--- config.mk ---
export PLATFORM = sky130hd
export DESIGN_NAME = usr_cmd_sequencer_flat
export DESIGN_NICKNAME = d
export VERILOG_FILES = /design/src/rtl/usr_cmd_sequencer_if.sv /design/src/rtl/usr_cmd_sequencer.sv /design/src/flat_wrapper.sv
export SDC_FILE = /design/constraint.sdc
export NUM_CORES = 1
export LEC_CHECK = 0
export ABC_AREA = 1
export ABC_CLOCK_PERIOD_IN_PS = 2500
export BUFFER_PORTS_ARGS = -buffer_cell sky130_fd_sc_hd__buf_4
export CAP_MARGIN = 20
export CORE_ASPECT_RATIO = 1.25
export CORE_UTILIZATION = 39
export CTS_BUF_LIST = sky130_fd_sc_hd__clkbuf_8
export DETAILED_ROUTE_END_ITERATION = 12
export GPL_ROUTABILITY_DRIVEN = 0
export PLACE_DENSITY_LB_ADDON = 0.3
export REMOVE_ABC_BUFFERS = 1
export SETUP_SLACK_MARGIN = 0.3
export SKIP_CTS_REPAIR_TIMING = 1
export SLEW_MARGIN = 20
export SYNTH_ARGS = -nofsm -noshare
export SYNTH_HDL_FRONTEND = slang
export SYNTH_SLANG_ARGS = --single-unit
--- constraint.sdc ---
create_clock -name clk -period 2.5 [get_ports clk]
set_clock_uncertainty 0.2 [all_clocks]
set_input_delay 0.5 -clock clk [delete_from_list [all_inputs] [get_ports clk]]
set_output_delay 0.5 -clock clk [all_outputs]
set_load 0.05 [all_outputs]
--- src/rtl/usr_cmd_sequencer_if.sv ---
// Command/replay bundle between an upstream command source and the
// shift-register sequencer. The master issues commands and observes the
// replayed register controls. The slave is the sequencer itself.
interface usr_cmd_sequencer_if #(
   parameter int CNT_W = 3,
   parameter int DEPTH = 4
);
   localparam int LW = $clog2(DEPTH) + 1;

   logic             abort;
   logic             cmd_valid;
   logic             cmd_ready;
   logic [1:0]       cmd_op;
   logic [CNT_W-1:0] cmd_cnt;
   logic [3:0]       cmd_data;
   logic [1:0]       sr_mode;
   logic [3:0]       sr_in;
   logic             busy;
   logic             cmd_done;
   logic [LW-1:0]    level;

   modport master (
      output abort, cmd_valid, cmd_op, cmd_cnt, cmd_data,
      input  cmd_ready, sr_mode, sr_in, busy, cmd_done, level
   );

   modport slave (
      input  abort, cmd_valid, cmd_op, cmd_cnt, cmd_data,
      output cmd_ready, sr_mode, sr_in, busy, cmd_done, level
   );
endinterface

--- src/rtl/usr_cmd_sequencer.sv ---
// Command sequencer for a 4-bit universal shift register.
// Buffers {op, count, data} commands in a small FIFO and replays each one
// onto the register's mode/in controls for count+1 consecutive cycles.
// Back-to-back commands are replayed with no idle cycle between them.
// All replay outputs are registered and are computed from next-state values,
// so they always describe the state/step the block is currently in.
module usr_cmd_sequencer #(
   parameter int CNT_W = 3,
   parameter int DEPTH = 4
) (
   input logic                clk,
   input logic                rst,
   usr_cmd_sequencer_if.slave bus
);
   localparam int PW = $clog2(DEPTH);
   localparam int LW = PW + 1;
   localparam int EW = 2 + CNT_W + 4;

   typedef enum logic [0:0] {
      ST_IDLE = 1'b0,
      ST_RUN  = 1'b1
   } state_t;

   // Replay value {mode, in} for one step of a command; shift steps walk
   // the data word LSB first and wrap every four steps.
   function automatic logic [5:0] step_out(input logic [1:0]       op,
                                           input logic [3:0]       data,
                                           input logic [CNT_W-1:0] k);
      logic [CNT_W+1:0] kx;
      logic [1:0]       idx;
      logic [5:0]       res;
      kx  = {2'b00, k};
      idx = kx[1:0];
      case (op)
         2'b11:         res = {2'b11, data};
         2'b01, 2'b10:  res = {op, 3'b000, data[idx]};
         2'b00:         res = 6'b00_0000;
         default:       res = 6'b00_0000;
      endcase
      return res;
   endfunction

   // FIFO storage and bookkeeping
   logic [EW-1:0]    mem_q [DEPTH];
   logic [PW-1:0]    wr_ptr_q;
   logic [PW-1:0]    rd_ptr_q;
   logic [LW-1:0]    level_q;
   logic [LW-1:0]    level_d;

   // Sequencer state and the command currently being replayed
   state_t           state_q;
   state_t           state_d;
   logic [CNT_W-1:0] k_q;
   logic [CNT_W-1:0] k_d;
   logic [1:0]       cur_op_q;
   logic [1:0]       cur_op_d;
   logic [CNT_W-1:0] cur_cnt_q;
   logic [CNT_W-1:0] cur_cnt_d;
   logic [3:0]       cur_data_q;
   logic [3:0]       cur_data_d;

   // Registered outputs
   logic [1:0]       sr_mode_q;
   logic [1:0]       sr_mode_d;
   logic [3:0]       sr_in_q;
   logic [3:0]       sr_in_d;
   logic             busy_q;
   logic             busy_d;
   logic             done_q;
   logic             done_d;

   logic             full_s;
   logic             empty_s;
   logic             ready_s;
   logic             push_s;
   logic             pop_s;
   logic [EW-1:0]    head_s;
   logic [EW-1:0]    entry_s;

   assign full_s  = (level_q == LW'(DEPTH));
   assign empty_s = (level_q == {LW{1'b0}});
   // Ready deliberately ignores a same-cycle pop: a full FIFO always stalls.
   assign ready_s = rst & ~full_s & ~bus.abort;
   assign push_s  = bus.cmd_valid & ready_s;
   assign head_s  = mem_q[rd_ptr_q];
   assign entry_s = {bus.cmd_op, bus.cmd_cnt, bus.cmd_data};

   assign bus.cmd_ready = ready_s;
   assign bus.sr_mode   = sr_mode_q;
   assign bus.sr_in     = sr_in_q;
   assign bus.busy      = busy_q;
   assign bus.cmd_done  = done_q;
   assign bus.level     = level_q;

   // Next-state: step counting, command pops and abort flush
   always_comb begin
      state_d    = state_q;
      k_d        = k_q;
      cur_op_d   = cur_op_q;
      cur_cnt_d  = cur_cnt_q;
      cur_data_d = cur_data_q;
      pop_s      = 1'b0;
      if (bus.abort) begin
         state_d = ST_IDLE;
         k_d     = {CNT_W{1'b0}};
      end else begin
         case (state_q)
            ST_IDLE: begin
               if (!empty_s) begin
                  pop_s                              = 1'b1;
                  {cur_op_d, cur_cnt_d, cur_data_d}  = head_s;
                  k_d                                = {CNT_W{1'b0}};
                  state_d                            = ST_RUN;
               end else begin
                  state_d = ST_IDLE;
               end
            end
            ST_RUN: begin
               if (k_q != cur_cnt_q) begin
                  k_d = k_q + CNT_W'(1);
               end else if (!empty_s) begin
                  pop_s                              = 1'b1;
                  {cur_op_d, cur_cnt_d, cur_data_d}  = head_s;
                  k_d                                = {CNT_W{1'b0}};
               end else begin
                  state_d = ST_IDLE;
                  k_d     = {CNT_W{1'b0}};
               end
            end
            default: begin
               state_d = ST_IDLE;
               k_d     = {CNT_W{1'b0}};
            end
         endcase
      end
   end

   // Occupancy update: abort empties, otherwise +push -pop
   always_comb begin
      level_d = level_q;
      if (bus.abort) begin
         level_d = {LW{1'b0}};
      end else begin
         level_d = level_q + LW'(push_s) - LW'(pop_s);
      end
   end

   // Output decode from the state/step the block is about to be in
   always_comb begin
      sr_mode_d = 2'b00;
      sr_in_d   = 4'b0000;
      busy_d    = 1'b0;
      done_d    = 1'b0;
      if (state_d == ST_RUN) begin
         {sr_mode_d, sr_in_d} = step_out(cur_op_d, cur_data_d, k_d);
         busy_d               = 1'b1;
         done_d               = (k_d == cur_cnt_d);
      end else begin
         busy_d = 1'b0;
      end
   end

   // FIFO storage and pointers; abort resets both pointers to a clean empty
   always_ff @(posedge clk or negedge rst) begin
      if (!rst) begin
         for (int i = 0; i < DEPTH; i++) begin
            mem_q[i] <= {EW{1'b0}};
         end
         wr_ptr_q <= {PW{1'b0}};
         rd_ptr_q <= {PW{1'b0}};
      end else if (bus.abort) begin
         wr_ptr_q <= {PW{1'b0}};
         rd_ptr_q <= {PW{1'b0}};
      end else begin
         if (push_s) begin
            mem_q[wr_ptr_q] <= entry_s;
            wr_ptr_q        <= wr_ptr_q + PW'(1);
         end
         if (pop_s) begin
            rd_ptr_q <= rd_ptr_q + PW'(1);
         end
      end
   end

   // Sequencer, occupancy and output registers
   always_ff @(posedge clk or negedge rst) begin
      if (!rst) begin
         state_q    <= ST_IDLE;
         k_q        <= {CNT_W{1'b0}};
         cur_op_q   <= 2'b00;
         cur_cnt_q  <= {CNT_W{1'b0}};
         cur_data_q <= 4'b0000;
         level_q    <= {LW{1'b0}};
         sr_mode_q  <= 2'b00;
         sr_in_q    <= 4'b0000;
         busy_q     <= 1'b0;
         done_q     <= 1'b0;
      end else begin
         state_q    <= state_d;
         k_q        <= k_d;
         cur_op_q   <= cur_op_d;
         cur_cnt_q  <= cur_cnt_d;
         cur_data_q <= cur_data_d;
         level_q    <= level_d;
         sr_mode_q  <= sr_mode_d;
         sr_in_q    <= sr_in_d;
         busy_q     <= busy_d;
         done_q     <= done_d;
      end
   end
endmodule

--- src/flat_wrapper.sv ---
// flat-port wrapper written by rule: the top's interface ports become plain ports
module usr_cmd_sequencer_flat 
#(
   parameter int CNT_W = 3,
   parameter int DEPTH = 4
)
  (clk, rst, bus_abort, bus_cmd_valid, bus_cmd_op, bus_cmd_cnt, bus_cmd_data, bus_cmd_ready, bus_sr_mode, bus_sr_in, bus_busy, bus_cmd_done, bus_level);
  usr_cmd_sequencer_if #(.CNT_W(CNT_W), .DEPTH(DEPTH)) bus_i ();
  input logic clk;
  input logic rst;
  input wire logic [$bits(bus_i.abort)-1:0] bus_abort;
  input wire logic [$bits(bus_i.cmd_valid)-1:0] bus_cmd_valid;
  input wire logic [$bits(bus_i.cmd_op)-1:0] bus_cmd_op;
  input wire logic [$bits(bus_i.cmd_cnt)-1:0] bus_cmd_cnt;
  input wire logic [$bits(bus_i.cmd_data)-1:0] bus_cmd_data;
  output wire logic [$bits(bus_i.cmd_ready)-1:0] bus_cmd_ready;
  output wire logic [$bits(bus_i.sr_mode)-1:0] bus_sr_mode;
  output wire logic [$bits(bus_i.sr_in)-1:0] bus_sr_in;
  output wire logic [$bits(bus_i.busy)-1:0] bus_busy;
  output wire logic [$bits(bus_i.cmd_done)-1:0] bus_cmd_done;
  output wire logic [$bits(bus_i.level)-1:0] bus_level;
  assign bus_i.abort = bus_abort;
  assign bus_i.cmd_valid = bus_cmd_valid;
  assign bus_i.cmd_op = bus_cmd_op;
  assign bus_i.cmd_cnt = bus_cmd_cnt;
  assign bus_i.cmd_data = bus_cmd_data;
  assign bus_cmd_ready = bus_i.cmd_ready;
  assign bus_sr_mode = bus_i.sr_mode;
  assign bus_sr_in = bus_i.sr_in;
  assign bus_busy = bus_i.busy;
  assign bus_cmd_done = bus_i.cmd_done;
  assign bus_level = bus_i.level;
  usr_cmd_sequencer #(.CNT_W(CNT_W), .DEPTH(DEPTH)) u_core (.clk(clk), .rst(rst), .bus(bus_i));
endmodule
==> flow_metrics.env <==
export IMPL_cp_max_fo=6
export IMPL_grt_start_max_net_pins=64
export IMPL_routed_via_density=4.76
export IMPL_post_synth_instance_area_sq_mm=0.00328
export IMPL_detail_route_wl_per_cell_um=13.5
export IMPL_critPathSlowestCell="sky130_fd_sc_hd__dfrtp_1"
export IMPL_postSynthCellCount=340
export IMPL_regToRegStartpoint="u_core.k_q[1]$_DFF_PN0_"
export IMPL_routed_wl_met2_um=3210
export IMPL_worstSkewPairLatency_ns=0.34
export IMPL_internal_power_uw=2650
export IMPL_num_ports=25
export IMPL_grt_remaining_overflow=0
export IMPL_tightestPinTransition_ns=0.803
export IMPL_timing_critical_path_from="u_core.k_q[1]$_DFF_PN0_"
export IMPL_sw_frac_of_total_pct=40.2
export IMPL_detailroute_via_count=2288
export IMPL_cp_arrival_ns=2.40
export IMPL_fp_coreArea_sq_mm=0.00819
export IMPL_clk_pin_slew_worst_paths_ns=0.07
export IMPL_finalSetupViolations=0
export IMPL_seq_power_share_pct=35.2
export IMPL_rows=37
export IMPL_gr_usage_all_layers_pct=16.6
export IMPL_yosys_top_cells_area="sky130_fd_sc_hd__dfrtp_1, sky130_fd_sc_hd__nand2_1, sky130_fd_sc_hd__inv_1"
export IMPL_place_ws_ns=0.106
export IMPL_critPathCaptureType="flop"
export IMPL_critical_path_start_type="flop"
export IMPL_seq_area_frac_synth_pct=48.1
export IMPL_layout_commonest_cell="sky130_fd_sc_hd__nand2_1"
export IMPL_met1Wirelength_um=2880
export IMPL_worst_slew_margin_rel_pct=46.5
export IMPL_yosys_most_used_dff="sky130_fd_sc_hd__dfrtp_1"
export IMPL_cp_slowest_stage_delay_ns=0.39
export IMPL_tritoncts="built"
export IMPL_final_cell_mix="sky130_fd_sc_hd__nand2_1, sky130_fd_sc_hd__dfrtp_1, sky130_fd_sc_hd__inv_1"
export IMPL_worst_hold_path_type="input port to asynchronous set/reset pin"
export IMPL_finalCritPeriodShare_pct=93.4
export IMPL_timing_setup_critical_path_class="flop to flop"
export IMPL_htree_levels=3
export IMPL_yosys_register_bits=63
export IMPL_maxClockFrequency_mhz=428
export IMPL_pwr_density_cell_mw_per_mm2=1150
export IMPL_timing_critical_path_cells="inv_1 > nand2_1 > nand2_1 > nor2_2 > nand2_2 > nand2_4 > nand2_4 > inv_6 > ha_4 > inv_2 > ha_4 > inv_2 > fa_2 > and3_4 > nor3_2"
export IMPL_register_area_sq_mm=0.00158
export IMPL_finalCriticalPeriod_ns=2.33
export IMPL_nFillCells=793
export IMPL_diodes=0
export IMPL_drt_drc_violations_left=3
export IMPL_leakagePower_uw=0.00192
export IMPL_drt_pre_antenna_iters=8
export IMPL_area_of_placed_instances_sq_mm=0.00355
export IMPL_numClockSinks=63
export IMPL_dr_wl_met3_um=161
export IMPL_grt_first_pass_wirelength_um=11200
export IMPL_async_flop_share_pct=100
export IMPL_violated_checks="DRC"
export IMPL_cts_max_path_buffers=2
export IMPL_design_area_sq_mm=0.00384
export IMPL_post_synth_edffs=0
export IMPL_cts_inserted_buffers=9
export IMPL_top_signal_layer_used="met4"
export IMPL_nets=404
export IMPL_fp_dieArea_sq_mm=0.00878
export IMPL_drive_gt1_share_pct=29.2
export IMPL_total_count_of_hold_check_failures_in_the_final_report=0
export IMPL_yosys_area_top_type="sky130_fd_sc_hd__dfrtp_1"
export IMPL_multi_input_comb_area_sq_mm=0.00144
export IMPL_power_share_clock_pct=20.3
export IMPL_die_height_um=105
export IMPL_comb_power_share_pct=44.5
export IMPL_route_antenna_remaining_nets=0
export IMPL_post_synth_num_cell_types=39
export IMPL_outcome="complete, but fails checks"
export IMPL_timing_final_max_slew_violations=0
export IMPL_cap_violations=0
export IMPL_drt_initial_drc_count=121
export IMPL_yosys_area_top_type_share_pct=48.1
export IMPL_power_net_switching_uw=1780
export IMPL_dp_hpwl_um=4510
export IMPL_grt_pass1_vias=2336
export IMPL_synth_area_per_cell_sq_um=9.64
export IMPL_grt_setup_unrepaired="true"
export IMPL_power_ir_vdd_worst_mv=0.410
export IMPL_ff2ff_setup_slack_ns=0.17
export IMPL_ys_warnings_count=0
export IMPL_area_growth_pct=17.1
export IMPL_chipWidth_um=84
export IMPL_initial_util_pct=40.0
export IMPL_clk_root_buffer_cell="sky130_fd_sc_hd__clkbuf_8"
export IMPL_drt_wl_total_um=6510
export IMPL_setup_ws_ns=0.166
export IMPL_numPortBuffers=24
export IMPL_critPathRequiredTime_ns=2.56
export IMPL_antenna_found_initial=0
-- worst paths after layout --
path / to / cells past startpoint
hold / removal: u_core.bus.sr_mode[0]$_DFF_PN0_ / 2
setup / recovery: u_core.bus.level[2]$_DFF_PN0_ / 15
hold reg to reg: u_core.mem_q[35]$_DFFE_PN0P_ / 1
max in group asynchronous: u_core.mem_q[22]$_DFFE_PN0P_ / 2
min in group clk: u_core.mem_q[9]$_DFFE_PN0P_ / 3
setup reg to reg: u_core.bus.level[2]$_DFF_PN0_ / 15
-- power groups by stage --
stage | Combinational [uW] | Clock [uW] | Sequential [uW]
floorplan | 1130 | 0 | 1760
global placement | 1810 | 0 | 1570
detailed placement | 1840 | 0 | 1580
CTS | 1850 | 919 | 1560
global route | 2220 | 964 | 1610
finish | 1970 | 899 | 1560
-- synth_stat cells (3+ instances only) --
library cell	instances
sky130_fd_sc_hd__buf_12	3
sky130_fd_sc_hd__a21oi_4	3
sky130_fd_sc_hd__mux2_2	10
sky130_fd_sc_hd__nor2_1	14
sky130_fd_sc_hd__nand2_2	3
sky130_fd_sc_hd__nand3_1	16
sky130_fd_sc_hd__a21oi_1	15
sky130_fd_sc_hd__o21ai_0	36
sky130_fd_sc_hd__nor2_4	3
sky130_fd_sc_hd__mux2_4	10
sky130_fd_sc_hd__dfrtp_1	63
sky130_fd_sc_hd__inv_2	4
sky130_fd_sc_hd__ha_1	10
sky130_fd_sc_hd__inv_1	49
sky130_fd_sc_hd__nand2_4	4
sky130_fd_sc_hd__nand2_1	65
-- critical path, delay by kind of cell (launching register included) --
family	cells	cell delay [ns]
AND/OR/NAND/NOR	8	0.78
adder cells (fa/ha/maj)	3	0.67
flip-flops	1	0.39
buffers and inverters	4	0.22
-- state kept, by name, summed over array words and instances, names as in the netlist --
signal	cells
u_core.bus.busy	1
u_core.bus.cmd_done	1
u_core.bus.level	3
u_core.bus.sr_in	4
u_core.bus.sr_mode	2
u_core.cur_cnt_q	3
u_core.cur_data_q	4
u_core.cur_op_q	2
u_core.k_q	3
u_core.mem_q	36
u_core.rd_ptr_q	2
u_core.wr_ptr_q	2
-- cell families (layout without fill, tap and decap cells) --
kind of cell	Yosys count	in the layout	synth area share, %
adders and majority gates	11	11	4.43
muxes	20	20	8.02
xor gates and xnor gates	2	2	0.534
buffers and inverters	64	108	9.54
AOI/OAI and AO/OA	62	62	11.1
and+or+nand+nor	118	118	18.3
DFF	63	63	48.1
-- routing by layer --
layer | vias up | GRT usage, %
met1 | 1071 | 21.0
met2 | 39 | 26.4
met5 | - | 0
met3 | 20 | 2.70
met4 | 0 | 10.3
li1 | 1158 | -
-- area by class of cell --
type,count,share of cell area [%]
flip-flops and latches,63,41.1
well taps,97,3.16
repair buffers,39,7.63
clock inverters,4,1.17
clock buffers,11,3.95
multi-input cells,213,37.5
inverters,54,5.48
-- stage by stage --
step           power [uW]  setup TNS, ns  utilization, %  std cells  hold WS [ns]
3_3_place_gp         3380              0            43.4        462         0.289
4_1_cts              4330              0            45.8        477         0.183
6_report             4430              0            46.8        481         0.190
2_1_floorplan        2890         -0.284               -        330       0.00441
3_5_place_dp         3420              0            43.4        462         0.290
5_1_grt              4790              0            46.8        481         0.193
(Power assumes the default switching activity.)
